===== src/rtl/risc16ba_io.sv =====
// risc16ba_io: memory-mapped LED registers and prescaled down-counting timer on the risc16ba data port.
// Optional: define RISC16_TIMER_IRQ_EN to store CTRL.IE and drive a registered timer interrupt.
module risc16ba_io #(
    parameter logic [15:0] BASE     = 16'h0200,
    parameter int unsigned PRESCALE = 25
) (
    input  logic        clk,
    input  logic        rst,
    input  logic [15:0] daddr,
    input  logic [15:0] ddout,
    input  logic        doe,
    input  logic        dwe0,
    input  logic        dwe1,
    output logic [15:0] rdata,
    output logic        hit,
    output logic [23:0] led,
    output logic        irq
);
    localparam logic [15:0] PRE_MAX = 16'(PRESCALE - 1);

    typedef enum logic { IDLE, RUN } tmr_state_t;
    typedef enum logic [2:0] {
        REG_LED_A  = 3'd0,
        REG_LED_B  = 3'd1,
        REG_CNT    = 3'd2,
        REG_RELOAD = 3'd3,
        REG_CTRL   = 3'd4
    } reg_sel_t;

    tmr_state_t  state_q, state_d;
    logic [7:0]  led_0, led_1, led_2;
    logic [15:0] reload_q;
    logic [15:0] cnt_q, cnt_d;
    logic [15:0] pre_q, pre_d;
    logic        auto_q;
    logic        ie_q;
    logic        exp_q, exp_d;
    logic        exp_set;
    logic        tick;
    logic [2:0]  sel;
    logic        wr_even, wr_odd;
    logic        ctrl_wr_lo, exp_clr;
    logic [15:0] rsel;
    logic        unused_addr;

    assign unused_addr = daddr[0];
    assign hit     = (daddr & 16'hfff0) == BASE;
    assign sel     = daddr[3:1];
    assign wr_even = hit & dwe0;
    assign wr_odd  = hit & dwe1;
    assign ctrl_wr_lo = wr_odd && (sel == REG_CTRL);
    assign exp_clr    = wr_even && (sel == REG_CTRL) && ddout[8];
    assign led = {led_2, led_1, led_0};

    always_ff @(posedge clk or posedge rst) begin
        if (rst) begin
            led_0    <= '0;
            led_1    <= '0;
            led_2    <= '0;
            reload_q <= '0;
            auto_q   <= 1'b0;
        end else begin
            if (wr_odd  && sel == REG_LED_A)  led_0 <= ddout[7:0];
            if (wr_even && sel == REG_LED_A)  led_1 <= ddout[15:8];
            if (wr_odd  && sel == REG_LED_B)  led_2 <= ddout[7:0];
            if (wr_even && sel == REG_RELOAD) reload_q[15:8] <= ddout[15:8];
            if (wr_odd  && sel == REG_RELOAD) reload_q[7:0]  <= ddout[7:0];
            if (ctrl_wr_lo)                   auto_q <= ddout[1];
        end
    end

`ifdef RISC16_TIMER_IRQ_EN
    logic irq_q;

    always_ff @(posedge clk or posedge rst) begin
        if (rst) begin
            ie_q  <= 1'b0;
            irq_q <= 1'b0;
        end else begin
            if (ctrl_wr_lo) ie_q <= ddout[2];
            irq_q <= exp_q & ie_q;
        end
    end

    assign irq = irq_q;
`else
    assign ie_q = 1'b0;
    assign irq  = 1'b0;
`endif

    assign tick = (state_q == RUN) && (pre_q == PRE_MAX);

    // An EN-changing CTRL write takes priority over a same-edge tick, so no expiry that cycle.
    always_comb begin
        state_d = state_q;
        cnt_d   = cnt_q;
        pre_d   = pre_q;
        exp_set = 1'b0;
        case (state_q)
            IDLE: begin
                if (ctrl_wr_lo && ddout[0]) begin
                    state_d = RUN;
                    cnt_d   = reload_q;
                    pre_d   = '0;
                end
            end
            RUN: begin
                if (ctrl_wr_lo && !ddout[0]) begin
                    state_d = IDLE;
                end else begin
                    pre_d = tick ? '0 : pre_q + 16'd1;
                    if (tick) begin
                        if (cnt_q != '0) begin
                            cnt_d = cnt_q - 16'd1;
                        end else begin
                            exp_set = 1'b1;
                            if (auto_q) cnt_d = reload_q;
                            else        state_d = IDLE;
                        end
                    end
                end
            end
            default: state_d = IDLE;
        endcase
        exp_d = exp_set | (exp_q & ~exp_clr);
    end

    always_ff @(posedge clk or posedge rst) begin
        if (rst) begin
            state_q <= IDLE;
            cnt_q   <= '0;
            pre_q   <= '0;
            exp_q   <= 1'b0;
        end else begin
            state_q <= state_d;
            cnt_q   <= cnt_d;
            pre_q   <= pre_d;
            exp_q   <= exp_d;
        end
    end

    always_comb begin
        rsel = '0;
        case (sel)
            REG_LED_A:  rsel = {led_1, led_0};
            REG_LED_B:  rsel = {8'h00, led_2};
            REG_CNT:    rsel = cnt_q;
            REG_RELOAD: rsel = reload_q;
            REG_CTRL:   rsel = {7'b0, exp_q, 5'b0, ie_q, auto_q, state_q == RUN};
            default:    rsel = '0;
        endcase
        rdata = (doe && hit) ? rsel : '0;
    end

endmodule


===== config.mk =====
export PLATFORM = sky130hd
export DESIGN_NAME = risc16ba_io
export DESIGN_NICKNAME = d
export VERILOG_FILES = /design/src/rtl/risc16ba_io.sv
export SDC_FILE = /design/constraint.sdc
export NUM_CORES = 1
export LEC_CHECK = 0
export BUFFER_PORTS_ARGS = -buffer_cell sky130_fd_sc_hd__buf_2
export CORE_MARGIN = 2
export CORE_UTILIZATION = 40
export DETAILED_ROUTE_END_ITERATION = 8
export SLEW_MARGIN = 20
export SYNTH_ARGS = -nofsm -noshare
export SYNTH_HDL_FRONTEND = slang
export SYNTH_SLANG_ARGS = --single-unit

===== constraint.sdc =====
create_clock -name clk -period 2.9 [get_ports clk]
set_input_delay 0.435 -clock clk [delete_from_list [all_inputs] [get_ports clk]]
set_output_delay 0.435 -clock clk [all_outputs]
set_load 0.02 [all_outputs]

==> results.md, run 1 <==
- Critical Path RT: 2.47 ns
- Worst EP arrival: between 2 and 2.5 ns
- Ratio of cells with drive above 1 in the final layout: 0.345
- Hold slack: about 0.067 ns
- WL met3: 529 µm
- CP Class: in2out
- Ports: between 70 and 80
- CTS HTree Levels: 3
- # clock sinks: between 70 and 80
- Detail Placement HPWL: 8.08 mm
- FF-to-FF End: cnt_q[10]
- Pwr/cell area: 406 nW/µm²
- Worst clock skew: 0.0104 ns
- 1st-pass router iterations: 4
- DIE WIDTH: 108 µm
- DRT Wirelength: 11.1 mm
- Total GRT Usage: 0.204
- CP Launch Point: daddr[8]
- RSZ-0062 raised after global routing: false
- First-pass GRT wire length: approximately 19 mm
- Final slew viol count: 0
- Tot Pwr: 2.11 mW
- WL met2: 5.25 mm
- CTS Buffer Depth: 2
- Pin count of the biggest net entering global routing: 25
- Commonest cells in the netlist: dfrtp_1 (75), mux2_2 (39), nor2_1 (33)
- Area Growth Syn to Fin: 20.0%
- CTS Buf Count: 9
- VDD IR-drop max: 232 µV
- Post-synthesis sequential area ratio: 0.433
- Initial antenna violation count: 0
- Initial DRC count: 241
- Drt drc: 0
- Final period util: 0.926
- Post-route ant nets: 0
- F_max: ~0.37 GHz
- Most frequent cell after synthesis: dfrtp_1
- Avg Vias per Cell: roughly 5.7
- Starting density of the core: 0.416
- Register bit total from synthesis: 75
- Warnings from Yosys: 0
- Final TNS setup: 0 ns
- Root buffer cell: clkbuf_8
- Vias in the first global route: between 3000 and 4000
- Port buffer count: 76
- Clock Latency Late Sink: 0.36 ns
- Crit-path max FO: 13
- DR WL/cell: 16.9 µm
- Critical-path top delay cell: or4b_1
- Delay-heaviest family, CP: simple AND/OR/NAND/NOR gates
- CP Cell Sequence: buf_2, or4b_1, buf_4, nor3_2, nand2_1, or2_2, nor2b_1, buf_2
- Net Count, Synth: around 470
- Final Hold Viols: 0
- Area contributors post-synth: dfrtp_1 (43%), mux2_2 (10%), mux4_2 (3.1%)
- Post-synth top flop: dfrtp_1
- Rel. slew slack: 0.470
- Class of the worst hold path: in2async
- Ys async rst share: 1.00
- Top routing layer used: met4
- Worst slew pin tran: ~0.8 ns
- Area of the core: 10400 µm²
- Hold_buf cts: 0
- CTS resizes: 0
- Distinct cells, synth: 60
- Worst path most repeated cell: buf_2
- Worst R2R Setup Slack: 0.49 ns
- Reg2reg path depth: 5
- Crit-path max cell delay: 0.53 ns
- Final setup viols: 0
- Post-synth top area share: 0.433
- Ant diodes: 0
- Placer Congestion: 0.860
- Post-Syn Area: ~4300 µm²
- Crit path buf inv count: 3
- Leakage: ~2.4 nW
- Post-route met1 wirelength: 5.16 mm
- Clock slew at reported path FFs: around 0.090 ns
- Post-synth EDFFs: 0
- Chip Height: between 100 and 150 µm
- Grt total ovfl: 0
- Status: completed
- Reg-to-reg startpoint: pre_q[6]
- Crit path time final: 2.68 ns
- Rows: 37
- Total via count in the routed design: 3754
- Worst setup EP type: output port
- Final nets: 555
- Mapped Cells: around 430
- MaxCap Viol Count: 0
- Die area: about 12000 µm²
- Average size of a mapped cell: between 10 and 15 µm²
- Post-CTS setup buffer count: 0
- Cell taking the most area after synthesis: dfrtp_1
- CTS tree: yes
- Crit path launch type: input pin
[kinds of logic (layout without fill, tap and decap cells)]
| group | Yosys count | in the layout | share of synthesized area |
|---|---|---|---|
| fa+ha+maj | 4 | 4 | 0.0116 |
| mux | 64 | 64 | 0.182 |
| compound gates | 105 | 105 | 0.158 |
| flops | 75 | 75 | 0.433 |
| other cells | 1 | 1 | 0.000866 |
| simple gates | 139 | 139 | 0.175 |
| buf+inv | 38 | 131 | 0.0396 |
[worst max-delay path by stage]
stage / end / cells past startpoint / slack, ns
detailed placement: pre_q[5] / 6 / 0.07
floorplan: rdata[5] / 6 / 0.13
global route: rdata[5] / 8 / 0.08
CTS: rdata[2] / 8 / 0.21
global placement: pre_q[13] / 7 / 0.1
finish: rdata[2] / 8 / 0.22
[per-stage QoR]
step	util	worst slack (ns)	instances	instance area, µm²
global route	0.499	0.0810	655	5190
floorplan	-	0.129	426	4340
finish	0.499	0.216	655	5190
detailed placement	0.476	0.0728	639	4960
CTS	0.499	0.210	655	5190
global placement	0.476	0.0984	639	4960
[report_power, final]
part,total (mW),internal [mW],switching [mW]
clock,0.947,0.517,0.430
sequential,1.05,1.05,0.00633
combinational,0.108,0.0434,0.0648
total,2.11,1.61,0.501
[cell usage in the layout (no fill, tap or decap), types with 3 or more instances in the layout]
cell      count
buf_2        76
dfrtp_1      75
mux2_2       39
nor2_1       33
buf_4        27
nand2_1      21
o21ai_0      21
a21oi_1      18
nand3_1      16
mux2i_1      13
a31oi_1      12
inv_1        11
nor2b_1      10
clkbuf_8     10
nor4_1        9
o21ai_1       9
a22oi_1       9
nand4_1       8
and2_1        7
o31ai_1       7
nor3_1        6
mux4_2        6
or4_1         5
o22ai_1       4
o211a_1       4
mux2_1        4
ha_1          4
nor4b_1       3
nor3b_1       3
o22a_1        3
o41ai_1       3
o211ai_1      3
[metal layers]
metal  vias up  track usage
li1       1782            -
met1      1867        0.283
met2        95        0.322
met3        10       0.0428
met4         0       0.0632
met5         -            0
[flip-flops by register name (all words and copies together) (netlist names)]
register,cells
cnt_q,16
pre_q,16
reload_q,16
led_0,8
led_1,8
led_2,8
auto_q,1
exp_q,1
state_q,1
[final cells by class]
type	count	area [µm²]
Fill cell	996	5220
Multi-Input combinational cell	313	2290
Sequential cell	75	1880
Timing Repair Buffer	103	583
Tap cell	136	170
Clock buffer	10	138
Clock inverter	6	95.1
Inverter	12	45.0
[worst reg2reg max path, stage by stage, from the launching register on]
cell     delay (ns)
dfrtp_1        0.46
nor4b_1        0.50
a41o_1         0.29
o21a_1         0.51
nand2_2        0.27
o22a_1         0.27
No activity file was read; power rests on OpenSTA's default activity.
==> run 2: changes to the inputs <==
- CORE_UTILIZATION: 40 -> 30
==> results.md, run 2 (synthesized netlist as in run 1, its figures left out) <==
- Net Sw Power: 539 µW (+7.7%)
- Area of the core: 14000 µm² (+34%)
- # clock sinks: 75 (unchanged)
- Vias in the first global route: 3762 (-1.0%)
- Ports: 79 (unchanged)
- Worst EP arrival: 2.26 ns (about the same)
- Starting density of the core: 0.310 (-0.106)
- Total GRT Usage: 0.155 (-0.0489)
- Initial antenna violation count: 0 (unchanged)
- Commonest cells after routing, fill and taps aside: buf_2 (76), dfrtp_1 (75), mux2_2 (39)
- Initial DRC count: 185 (-23%)
- Placer Congestion: 0.892 (+3.7%)
- VDD IR-drop max: 347 µV (+50%)
- Clock Latency Late Sink: 0.34 ns (-0.02 ns)
- CP Class: in2out
- Ant diodes: 0 (unchanged)
- Class of the worst hold path: in2reg
- Root buffer cell: clkbuf_16
- Final nets: 554 (-0.18%)
- Avg Vias per Cell: 5.32 (-7.1%)
- CP Cell Sequence: buf_2, or4b_1, buf_4, nor3_2, nand2_1, or2_2, nor2b_1, buf_2
- Crit path launch type: input pin
- Final slew viol count: 0 (unchanged)
- Total via count in the routed design: 3716 (-1.0%)
- Delay-heaviest family, CP: simple AND/OR/NAND/NOR gates
- DRT Wirelength: 11.3 mm (+2.1%)
- Switch share: 0.240 (+0.00300)
- Area Growth Syn to Fin: 22.7%
- Sequential fraction of design power: 0.471 (-0.029)
- CTS HTree Levels: 3 (unchanged)
- Detail Placement HPWL: 8.35 mm (+3.4%)
- Pin count of the biggest net entering global routing: 41 (+64%)
- Die area: 15400 µm² (+32%)
- CTS Buf Count: 9 (unchanged)
- Commonest non-fill, non-tap cell in the layout: buf_2
- Dpl ws: 0.0669 ns (-0.00590 ns)
- Crit path time final: 2.69 ns (+0.00720 ns)
- Rel. slew slack: 0.506 (+0.0361)
- DR WL/cell: 16.2 µm (-4.2%)
- Worst slew pin tran: 0.734 ns (-0.0536 ns)
- 1st-pass router iterations: 4 (unchanged)
- Combinational share of power: 0.049 (-0.002)
- MaxCap Viol Count: 0 (unchanged)
- Post-CTS setup buffer count: 0 (unchanged)
- CTS Buffer Depth: 2 (unchanged)
- Worst setup EP type: output port
- RSZ-0062 raised after global routing: false
- Status: completed
- Ratio of cells with drive above 1 in the final layout: 0.342 (-0.00320)
- Post-route ant nets: 0 (unchanged)
- Final TNS setup: 0 ns (unchanged)
- Largest regs: cnt_q x16, pre_q x16, reload_q x16
- F_max: 0.372 GHz (-0.27%)
- Leakage: 2.43 nW (+0.85%)
- Internal power: 1.71 mW (+6.0%)
- Worst path most repeated cell: buf_2
- Crit-path max FO: 13 (unchanged)
- Pwr/cell area: 423 nW/µm² (+4.1%)
- Rows: 43 (+16%)
- Crit path buf inv count: 3 (unchanged)
- Port buffer count: 76 (unchanged)
- Final Hold Viols: 0 (unchanged)
- Final setup viols: 0 (unchanged)
- Chip Height: 124 µm (+15%)
- Grt total ovfl: 0 (unchanged)
- Critical Path RT: 2.47 ns (about the same)
- DIE WIDTH: 124 µm (+15%)
- Worst clock skew: 0.00702 ns (-0.00337 ns)
- Final WS setup: 0.208 ns (-0.00720 ns)
- Crit-path max cell delay: 0.53 ns (about the same)
- First-pass GRT wire length: 18.6 mm (-1.1%)
- Drt drc: 0 (unchanged)
- Power share of the clock group: 0.480 (+0.031)
- Critical-path top delay cell: or4b_1
- CTS tree: yes
- Clock slew at reported path FFs: 0.06 ns (-0.03 ns)
- Final period util: 0.928 (+0.00248)
-- run 2: cell count changes in the layout (fill, tap and decap cells not counted) --
cell,change
buf_12,+1
buf_4,-3
bufinv_16,-2
clkbuf_16,+9
clkbuf_8,-9
clkinv_2,+1
clkinvlp_4,+1
dlygate4sd3_1,+1
-- run 2: repair_timing --
action | CTS | global route
hold buffers | 1 | 0
endpoints found under the hold margin | 5 | 0
gates resized for setup | 0 | 0
-- run 2: worst register-to-register path, stage by stage, from the launching register on --
cell,delay (ns)
dfrtp_1,0.40
inv_1,0.18
ha_1,0.19
nor4b_1,0.24
buf_4,0.18
nand4_1,0.12
buf_4,0.23
nand2_1,0.34
o211a_1,0.22
a2bb2oi_1,0.16
-- run 2: layer usage --
metal / GRT usage / part of all wire / up-vias
met1: 0.200 / 0.46 / 1838
met5: 0 / 0 / -
met2: 0.252 / 0.49 / 82
met4: 0.0632 / 0.021 / 0
li1: - / - / 1774
met3: 0.0348 / 0.036 / 22
-- run 2: final cells by class --
cell class | instances | area, µm²
clock buffers | 10 | 239
clock inverters | 6 | 47.5
fillers | 1417 | 8680
inverters | 12 | 45.0
multi-input cells | 313 | 2290
flip-flops and latches | 75 | 1880
well taps | 180 | 225
repair buffers | 102 | 591
-- run 2: stage by stage --
step                power (mW)  std cells  hold slack (ns)  utilization  area (µm²)
floorplan                 1.13        426            0.446            -        4340
global placement          1.18        681            0.362        0.358        5010
detailed placement        1.19        681            0.360        0.358        5010
CTS                       2.27        698            0.321        0.380        5310
global route              2.33        698            0.330        0.380        5310
finish                    2.24        698            0.332        0.380        5310
-- run 2: path summary, 6_finish.rpt --
check / start / to / slack [ns] / cells after the start
max: daddr[8] / rdata[3] / 0.21 / 8
min: ddout[9] / led_1[1] / 0.33 / 2
max reg2reg: cnt_q[0] / cnt_q[4] / 0.57 / 9
min reg2reg: pre_q[15] / pre_q[15] / 0.49 / 1
max in group asynchronous: rst / auto_q / 1.73 / 4
min in group asynchronous: rst / pre_q[7] / 0.55 / 3
-- run 2: power by group through the flow --
stage               Sequential, mW  Combinational [mW]  Clock (mW)
floorplan                     1.07              0.0597           0
global placement              1.08               0.109           0
detailed placement            1.08               0.111           0
CTS                           1.06               0.113        1.10
global route                  1.06               0.123        1.15
finish                        1.06               0.110        1.08
